## src/rtl/morse_char_queue_if.sv

```systemverilog
// rtl/morse_char_queue_if.sv - decoder/driver side signals of the Morse character queue
interface morse_char_queue_if #(
    parameter int DEPTH = 8,
    parameter int COLS  = 16
);
    localparam int CNT_W = $clog2(DEPTH + 1);
    localparam int COL_W = $clog2(COLS + 1);

    logic             en;
    logic [7:0]       char_in;
    logic             char_stb;
    logic             char_ok;
    logic             drv_ready;
    logic [7:0]       char_out;
    logic             write_out;
    logic             is_cmd;
    logic [CNT_W-1:0] count;
    logic             full;
    logic             empty;
    logic             overflow;
    logic             cur_row;
    logic [COL_W-1:0] cur_col;

    modport slave (
        input  en, char_in, char_stb, char_ok, drv_ready,
        output char_out, write_out, is_cmd, count, full, empty, overflow, cur_row, cur_col
    );

    modport master (
        output en, char_in, char_stb, char_ok, drv_ready,
        input  char_out, write_out, is_cmd, count, full, empty, overflow, cur_row, cur_col
    );
endinterface

```

## src/rtl/morse_char_queue.sv

```systemverilog
// rtl/morse_char_queue.sv - character FIFO with LCD cursor tracking and serialized write issue
module morse_char_queue #(
    parameter int         DEPTH     = 8,
    parameter int         COLS      = 16,
    parameter logic [7:0] CMD_ROW1  = 8'hC0,
    parameter logic [7:0] CMD_CLEAR = 8'h01
) (
    input  logic                 i_clk,
    input  logic                 i_rst_n,
    morse_char_queue_if.slave    q_if
);
    localparam int CNT_W = $clog2(DEPTH + 1);
    localparam int COL_W = $clog2(COLS + 1);
    localparam int PTR_W = $clog2(DEPTH);

    typedef enum logic [1:0] {S_IDLE, S_WAIT_BUSY, S_WAIT_DONE} state_t;

    state_t           r_state;
    logic [7:0]       r_mem [DEPTH];
    logic [PTR_W-1:0] r_wr_ptr;
    logic [PTR_W-1:0] r_rd_ptr;
    logic [CNT_W-1:0] r_count;
    logic             r_overflow;
    logic [7:0]       r_char_out;
    logic             r_write_out;
    logic             r_is_cmd;
    logic             r_cur_row;
    logic [COL_W-1:0] r_cur_col;

    logic w_empty, w_full, w_push_req, w_idle_go, w_at_end;
    logic w_wrap, w_pop, w_bypass, w_store, w_lost;

    assign w_empty    = (r_count == '0);
    assign w_full     = (r_count == CNT_W'(DEPTH));
    assign w_push_req = q_if.char_stb & q_if.char_ok & q_if.en;
    assign w_idle_go  = q_if.en & q_if.drv_ready & (r_state == S_IDLE);
    assign w_at_end   = (r_cur_col == COL_W'(COLS));

    // Wrap commands wait for a pending character; an empty queue lets a fresh
    // push go straight to the driver without occupying a FIFO slot.
    assign w_wrap   = w_idle_go & w_at_end & ~w_empty;
    assign w_pop    = w_idle_go & ~w_at_end & ~w_empty;
    assign w_bypass = w_idle_go & ~w_at_end & w_empty & w_push_req;
    assign w_store  = w_push_req & ~w_bypass & (~w_full | w_pop);
    assign w_lost   = w_push_req & w_full & ~w_pop;

    always_ff @(posedge i_clk) begin
        if (w_store) begin
            r_mem[r_wr_ptr] <= q_if.char_in;
        end
    end

    always_ff @(posedge i_clk or negedge i_rst_n) begin
        if (!i_rst_n) begin
            r_state     <= S_IDLE;
            r_wr_ptr    <= '0;
            r_rd_ptr    <= '0;
            r_count     <= '0;
            r_overflow  <= 1'b0;
            r_char_out  <= 8'h00;
            r_write_out <= 1'b0;
            r_is_cmd    <= 1'b0;
            r_cur_row   <= 1'b0;
            r_cur_col   <= '0;
        end else begin
            r_write_out <= 1'b0;
            case (r_state)
                S_IDLE: begin
                    if (w_wrap) begin
                        r_write_out <= 1'b1;
                        r_is_cmd    <= 1'b1;
                        r_char_out  <= r_cur_row ? CMD_CLEAR : CMD_ROW1;
                        r_state     <= S_WAIT_BUSY;
                    end else if (w_pop || w_bypass) begin
                        r_write_out <= 1'b1;
                        r_is_cmd    <= 1'b0;
                        r_char_out  <= w_pop ? r_mem[r_rd_ptr] : q_if.char_in;
                        r_state     <= S_WAIT_BUSY;
                    end
                end
                S_WAIT_BUSY: if (!q_if.drv_ready) r_state <= S_WAIT_DONE;
                S_WAIT_DONE: if (q_if.drv_ready)  r_state <= S_IDLE;
                default:     r_state <= S_IDLE;
            endcase

            // Disable flushes state but leaves an in-flight driver handshake alone.
            if (!q_if.en) begin
                r_wr_ptr   <= '0;
                r_rd_ptr   <= '0;
                r_count    <= '0;
                r_overflow <= 1'b0;
                r_cur_row  <= 1'b0;
                r_cur_col  <= '0;
            end else begin
                if (w_store) r_wr_ptr <= r_wr_ptr + PTR_W'(1);
                if (w_pop)   r_rd_ptr <= r_rd_ptr + PTR_W'(1);
                r_count <= r_count + CNT_W'(w_store) - CNT_W'(w_pop);
                if (w_lost)  r_overflow <= 1'b1;
                if (w_wrap) begin
                    r_cur_row <= ~r_cur_row;
                    r_cur_col <= '0;
                end else if (w_pop || w_bypass) begin
                    r_cur_col <= r_cur_col + COL_W'(1);
                end
            end
        end
    end

    assign q_if.char_out  = r_char_out;
    assign q_if.write_out = r_write_out;
    assign q_if.is_cmd    = r_is_cmd;
    assign q_if.count     = r_count;
    assign q_if.full      = w_full;
    assign q_if.empty     = w_empty;
    assign q_if.overflow  = r_overflow;
    assign q_if.cur_row   = r_cur_row;
    assign q_if.cur_col   = r_cur_col;
endmodule

```

## src/flat_wrapper.sv

```systemverilog
// flat-port wrapper written by rule: the top's interface ports become plain ports
module morse_char_queue_flat 
#(
    parameter int         DEPTH     = 8,
    parameter int         COLS      = 16,
    parameter logic [7:0] CMD_ROW1  = 8'hC0,
    parameter logic [7:0] CMD_CLEAR = 8'h01
)
  (i_clk, i_rst_n, q_if_en, q_if_char_in, q_if_char_stb, q_if_char_ok, q_if_drv_ready, q_if_char_out, q_if_write_out, q_if_is_cmd, q_if_count, q_if_full, q_if_empty, q_if_overflow, q_if_cur_row, q_if_cur_col);
  morse_char_queue_if #(.DEPTH(DEPTH), .COLS(COLS)) q_if_i ();
  input  logic i_clk;
  input  logic i_rst_n;
  input wire logic [$bits(q_if_i.en)-1:0] q_if_en;
  input wire logic [$bits(q_if_i.char_in)-1:0] q_if_char_in;
  input wire logic [$bits(q_if_i.char_stb)-1:0] q_if_char_stb;
  input wire logic [$bits(q_if_i.char_ok)-1:0] q_if_char_ok;
  input wire logic [$bits(q_if_i.drv_ready)-1:0] q_if_drv_ready;
  output wire logic [$bits(q_if_i.char_out)-1:0] q_if_char_out;
  output wire logic [$bits(q_if_i.write_out)-1:0] q_if_write_out;
  output wire logic [$bits(q_if_i.is_cmd)-1:0] q_if_is_cmd;
  output wire logic [$bits(q_if_i.count)-1:0] q_if_count;
  output wire logic [$bits(q_if_i.full)-1:0] q_if_full;
  output wire logic [$bits(q_if_i.empty)-1:0] q_if_empty;
  output wire logic [$bits(q_if_i.overflow)-1:0] q_if_overflow;
  output wire logic [$bits(q_if_i.cur_row)-1:0] q_if_cur_row;
  output wire logic [$bits(q_if_i.cur_col)-1:0] q_if_cur_col;
  assign q_if_i.en = q_if_en;
  assign q_if_i.char_in = q_if_char_in;
  assign q_if_i.char_stb = q_if_char_stb;
  assign q_if_i.char_ok = q_if_char_ok;
  assign q_if_i.drv_ready = q_if_drv_ready;
  assign q_if_char_out = q_if_i.char_out;
  assign q_if_write_out = q_if_i.write_out;
  assign q_if_is_cmd = q_if_i.is_cmd;
  assign q_if_count = q_if_i.count;
  assign q_if_full = q_if_i.full;
  assign q_if_empty = q_if_i.empty;
  assign q_if_overflow = q_if_i.overflow;
  assign q_if_cur_row = q_if_i.cur_row;
  assign q_if_cur_col = q_if_i.cur_col;
  morse_char_queue #(.DEPTH(DEPTH), .COLS(COLS), .CMD_ROW1(CMD_ROW1), .CMD_CLEAR(CMD_CLEAR)) u_core (.i_clk(i_clk), .i_rst_n(i_rst_n), .q_if(q_if_i));
endmodule
```

## config.mk

```make
export PLATFORM = sky130hd
export DESIGN_NAME = morse_char_queue_flat
export DESIGN_NICKNAME = d
export VERILOG_FILES = /design/src/rtl/morse_char_queue_if.sv /design/src/rtl/morse_char_queue.sv /design/src/flat_wrapper.sv
export SDC_FILE = /design/constraint.sdc
export NUM_CORES = 1
export LEC_CHECK = 0
export ABC_AREA = 1
export CAP_MARGIN = 40
export CORE_UTILIZATION = 52
export CTS_CLUSTER_DIAMETER = 200
export DETAILED_ROUTE_END_ITERATION = 10
export PLACE_DENSITY = 0.76
export SETUP_SLACK_MARGIN = 0.3
export SLEW_MARGIN = 10
export SYNTH_ARGS = -nofsm -noshare
export SYNTH_HDL_FRONTEND = slang
export SYNTH_SLANG_ARGS = --single-unit
```

## constraint.sdc

```tcl
create_clock -name i_clk -period 2.5 [get_ports i_clk]
set_input_delay 0.375 -clock i_clk [delete_from_list [all_inputs] [get_ports i_clk]]
set_output_delay 0.375 -clock i_clk [all_outputs]
set_load 0.1 [all_outputs]
```

==> flow_summary.yaml, run 1 <==
final_layout:
  nets: 515
  fin_cells: 596
  seqCellArea_mm2: 0.002674
  area_delta_synth_final_pct: 22.25
  drive_above_1_share_pct: 20.85
  multi_input_area_mm2: 0.001474
  diodes: 0
  utilization_pct: 66.65
  fill_cells: 597
  stdcell_area_mm2: 0.005204
pwr:
  ir_drop_uv: 656.8
  p_sw_share_pct: 44.06
  seq_power_share_pct: 39.3
  internal-power_mw: 2.678
  p_comb_share_pct: 42.9
  p_clk_share_pct: 17.8
  p_per_area_mw_per_mm2: 919.9
  p_leak_nw: 2.264
  power.total_mw: 4.787
  switchingPower_mw: 2.109
sta:
  hold_viol_final: 0
  fmax_ghz: 0.4671
  finClkSkew_ns: 0.01033
  timing.final.crit_share_pct: 85.64
  worst_slew_pin_slew_ns: 0.5462
  tns_ns: 0
  setup_viol: 0
  min_period_ns: 2.141
  fin_ws_ns: 0.3590
  rsz0062_at_grt: "no"
  drv_slew: 0
  holdWs_ns: 0.3952
  slew_headroom_pct: 63.36
die:
  coreArea_mm2: 0.007807
  initial_core_util_pct: 54.52
  die_w_um: 92.48
  row_count: 32
  die_h_um: 92.48
  ios: 37
  fp.dieArea_mm2: 0.008552
placement:
  dp.cells: 574
  place_congestion: 0.8349
  dp_slack_ns: -0.004235
  io_buffers: 36
  place_area_mm2: 0.004938
  hpwlAfterDp_um: 6427
worst_hold_path:
  hold_class: "in2async"
logic_synthesis:
  synth-seq-area-share_pct: 62.20
  synth_nets: 458
  synth_top_area_share_pct: 45.15
  syn_inst: 433
  synth_compound_area_share_pct: 1.617
  synth_top_family_by_area: "simple AND/OR/NAND/NOR gates"
  synth_xor_area_share_pct: 1.235
  avgSynthCellArea_um2: 9.830
  yosys.area_share.simple_pct: 25.37
  synthTopCellsByArea: "edfxtp_1 (45%), dfrtp_1 (17%), nand2_1 (12%), nand3_1 (8.7%), inv_1 (4.2%)"
  netlist_area_mm2: 0.004257
  synth-seq-cells: 93
  yosysTopAreaCell: "edfxtp_1"
  synthDistinctLibCells: 26
  synthAdderAreaFrac_pct: 3.410
  yosysWarnings: 0
  muxShareOfSynthArea_pct: 0
cts:
  cts_tree: "done"
  cts_buffers: 9
  cts_root_buf: "clkbuf_8"
  cts_max_level: 3
  clk_latency_ns: 0.36
  path_clk_slew_ns: 0.09
  hold_buffers: 0
  clkSinkCount: 93
  clockBufferDepth: 2
worst_setup_path:
  worst_ep_arrival_time_ns: 2.44
  cp.required_ns: 2.80
  crit_path_start_kind: "register"
  worstPathMaxFanout: 3
  reg2reg_depth: 11
  critical_path_class: "reg2reg"
  endpoint_kind: "register"
drt:
  first_pass_iters: 5
  routed-via-count: 3164
  detail_route.wl_per_cell_um: 15.82
  wirelength_um: 9427
  ant_nets: 0
  drt_iter0_drc: 235
  vias_per_cell: 5.309
  drc: 0
global_routing:
  grt_usage_pct: 23.72
  grt_pass1_wl_um: 15240
  grt_antenna_before_repair: 0
  grt_max_degree: 34
  grt_pass1_vias: 3171
  gr-total-overflow: 0
job:
  maxCapViolCount: 0
run_status:
  status: "finished clean"
## final timing paths
check                                        start                      end  slack (ns)
min in group i_clk         u_core.q_if.char_out[4]  u_core.q_if.char_out[4]        0.49
hold reg to reg            u_core.q_if.char_out[4]  u_core.q_if.char_out[4]        0.49
hold / removal                             i_rst_n        u_core.r_state[1]        0.40
setup / recovery            u_core.q_if.cur_col[0]     u_core.q_if.count[1]        0.36
setup reg to reg            u_core.q_if.cur_col[0]     u_core.q_if.count[1]        0.36
max in group asynchronous                  i_rst_n     u_core.q_if.count[3]        1.79
## critical path: stages, from the launching register on
cell,delay (ns)
dfrtp_4,0.49
inv_2,0.07
ha_4,0.14
nand2_4,0.06
nor2_4,0.16
nor2_4,0.07
ha_4,0.26
inv_2,0.04
ha_4,0.16
fa_2,0.54
nand2_1,0.05
inv_1,0.05
## cell type report
class	count	area share, %
Clock inverter	5	0.5530
Multi-Input combinational cell	274	28.32
Sequential cell	93	51.38
Clock buffer	10	2.453
Inverter	52	3.871
Tap cell	102	2.453
Timing Repair Buffer	60	10.96
## metal layers
metal	vias up	global-route usage (%)	part of all wire, %
li1	1520	-	-
met1	1546	31.69	44
met2	78	38.21	50
met3	20	3.284	3.9
met4	0	11.72	2.4
met5	-	0	0
## state kept, by name (all words and copies together), names as in the netlist
| name | flops |
|---|---|
| u_core.q_if.char_out | 8 |
| u_core.q_if.cur_row | 1 |
| u_core.q_if.write_out | 1 |
| u_core.q_if.overflow | 1 |
| u_core.q_if.count | 4 |
| u_core.q_if.cur_col | 5 |
| u_core.r_mem | 64 |
| u_core.r_wr_ptr | 3 |
| u_core.q_if.is_cmd | 1 |
| u_core.r_rd_ptr | 3 |
| u_core.r_state | 2 |
## power by group through the flow
stage | Sequential (mW) | Clock (mW) | Combinational, mW
after floorplan | 2.59 | 0 | 0.832
final | 1.88 | 0.851 | 2.05
after global routing | 1.89 | 0.932 | 2.20
after detailed placement | 1.92 | 0 | 1.96
after CTS | 1.88 | 0.869 | 1.99
after global placement | 1.92 | 0 | 1.92
## synth_stat cells
master,instances
inv_2,1
fa_1,1
edfxtp_1,64
a21oi_4,1
buf_6,1
nand4_1,1
nand3_2,1
nand2_4,1
nor2_2,1
o21ai_0,7
nor2_1,24
clkbuf_1,9
ha_1,10
buf_2,3
buf_4,1
a21oi_1,2
nand2_1,134
xnor2_1,1
dfrtp_1,29
nand3_1,74
o31ai_1,1
nand2_2,6
inv_1,48
xor2_1,5
clkinv_1,3
nor2_4,4
## logic make-up after synthesis
family,after synthesis
and+or+nand+nor,246
buffers and inverters,66
xor gates and xnor gates,6
adders and majority gates,11
AOI/OAI and AO/OA,11
DFF,93
## cell usage in the layout (no fill, tap or decap), types with 3 or more instances in the layout
| cell | instances |
|---|---|
| nand2_1 | 133 |
| nand3_1 | 74 |
| edfxtp_1 | 64 |
| inv_1 | 42 |
| buf_4 | 40 |
| dfrtp_1 | 20 |
| nor2_1 | 16 |
| clkdlybuf4s50_1 | 13 |
| nor2_4 | 10 |
| clkbuf_8 | 9 |
| o21ai_0 | 7 |
| buf_12 | 7 |
| ha_1 | 6 |
| dfrtp_4 | 6 |
| inv_2 | 5 |
| clkinv_1 | 5 |
| xor2_1 | 5 |
| nand2_2 | 4 |
| nand2_4 | 4 |
| ha_4 | 4 |
| nor2_2 | 3 |
| dfrtp_2 | 3 |
## repair_timing
item,4_1_cts,5_1_grt
buffers inserted,3,4
endpoints found under the setup margin,1,67
gates resized for setup,0,11
pin swaps,1,4
Power figures use the tool's default switching activity.
==> run 2, diff against run 1 <==
--- a/config.mk
+++ b/config.mk
@@ -6,6 +6,7 @@
 export NUM_CORES = 1
 export LEC_CHECK = 0
 export ABC_AREA = 1
+export ABC_CLOCK_PERIOD_IN_PS = 2500
 export CAP_MARGIN = 40
 export CORE_UTILIZATION = 52
 export CTS_CLUSTER_DIAMETER = 200
==> results of run 2 <==
No change in the layout: final DEF, timing and power equal those of run 1.
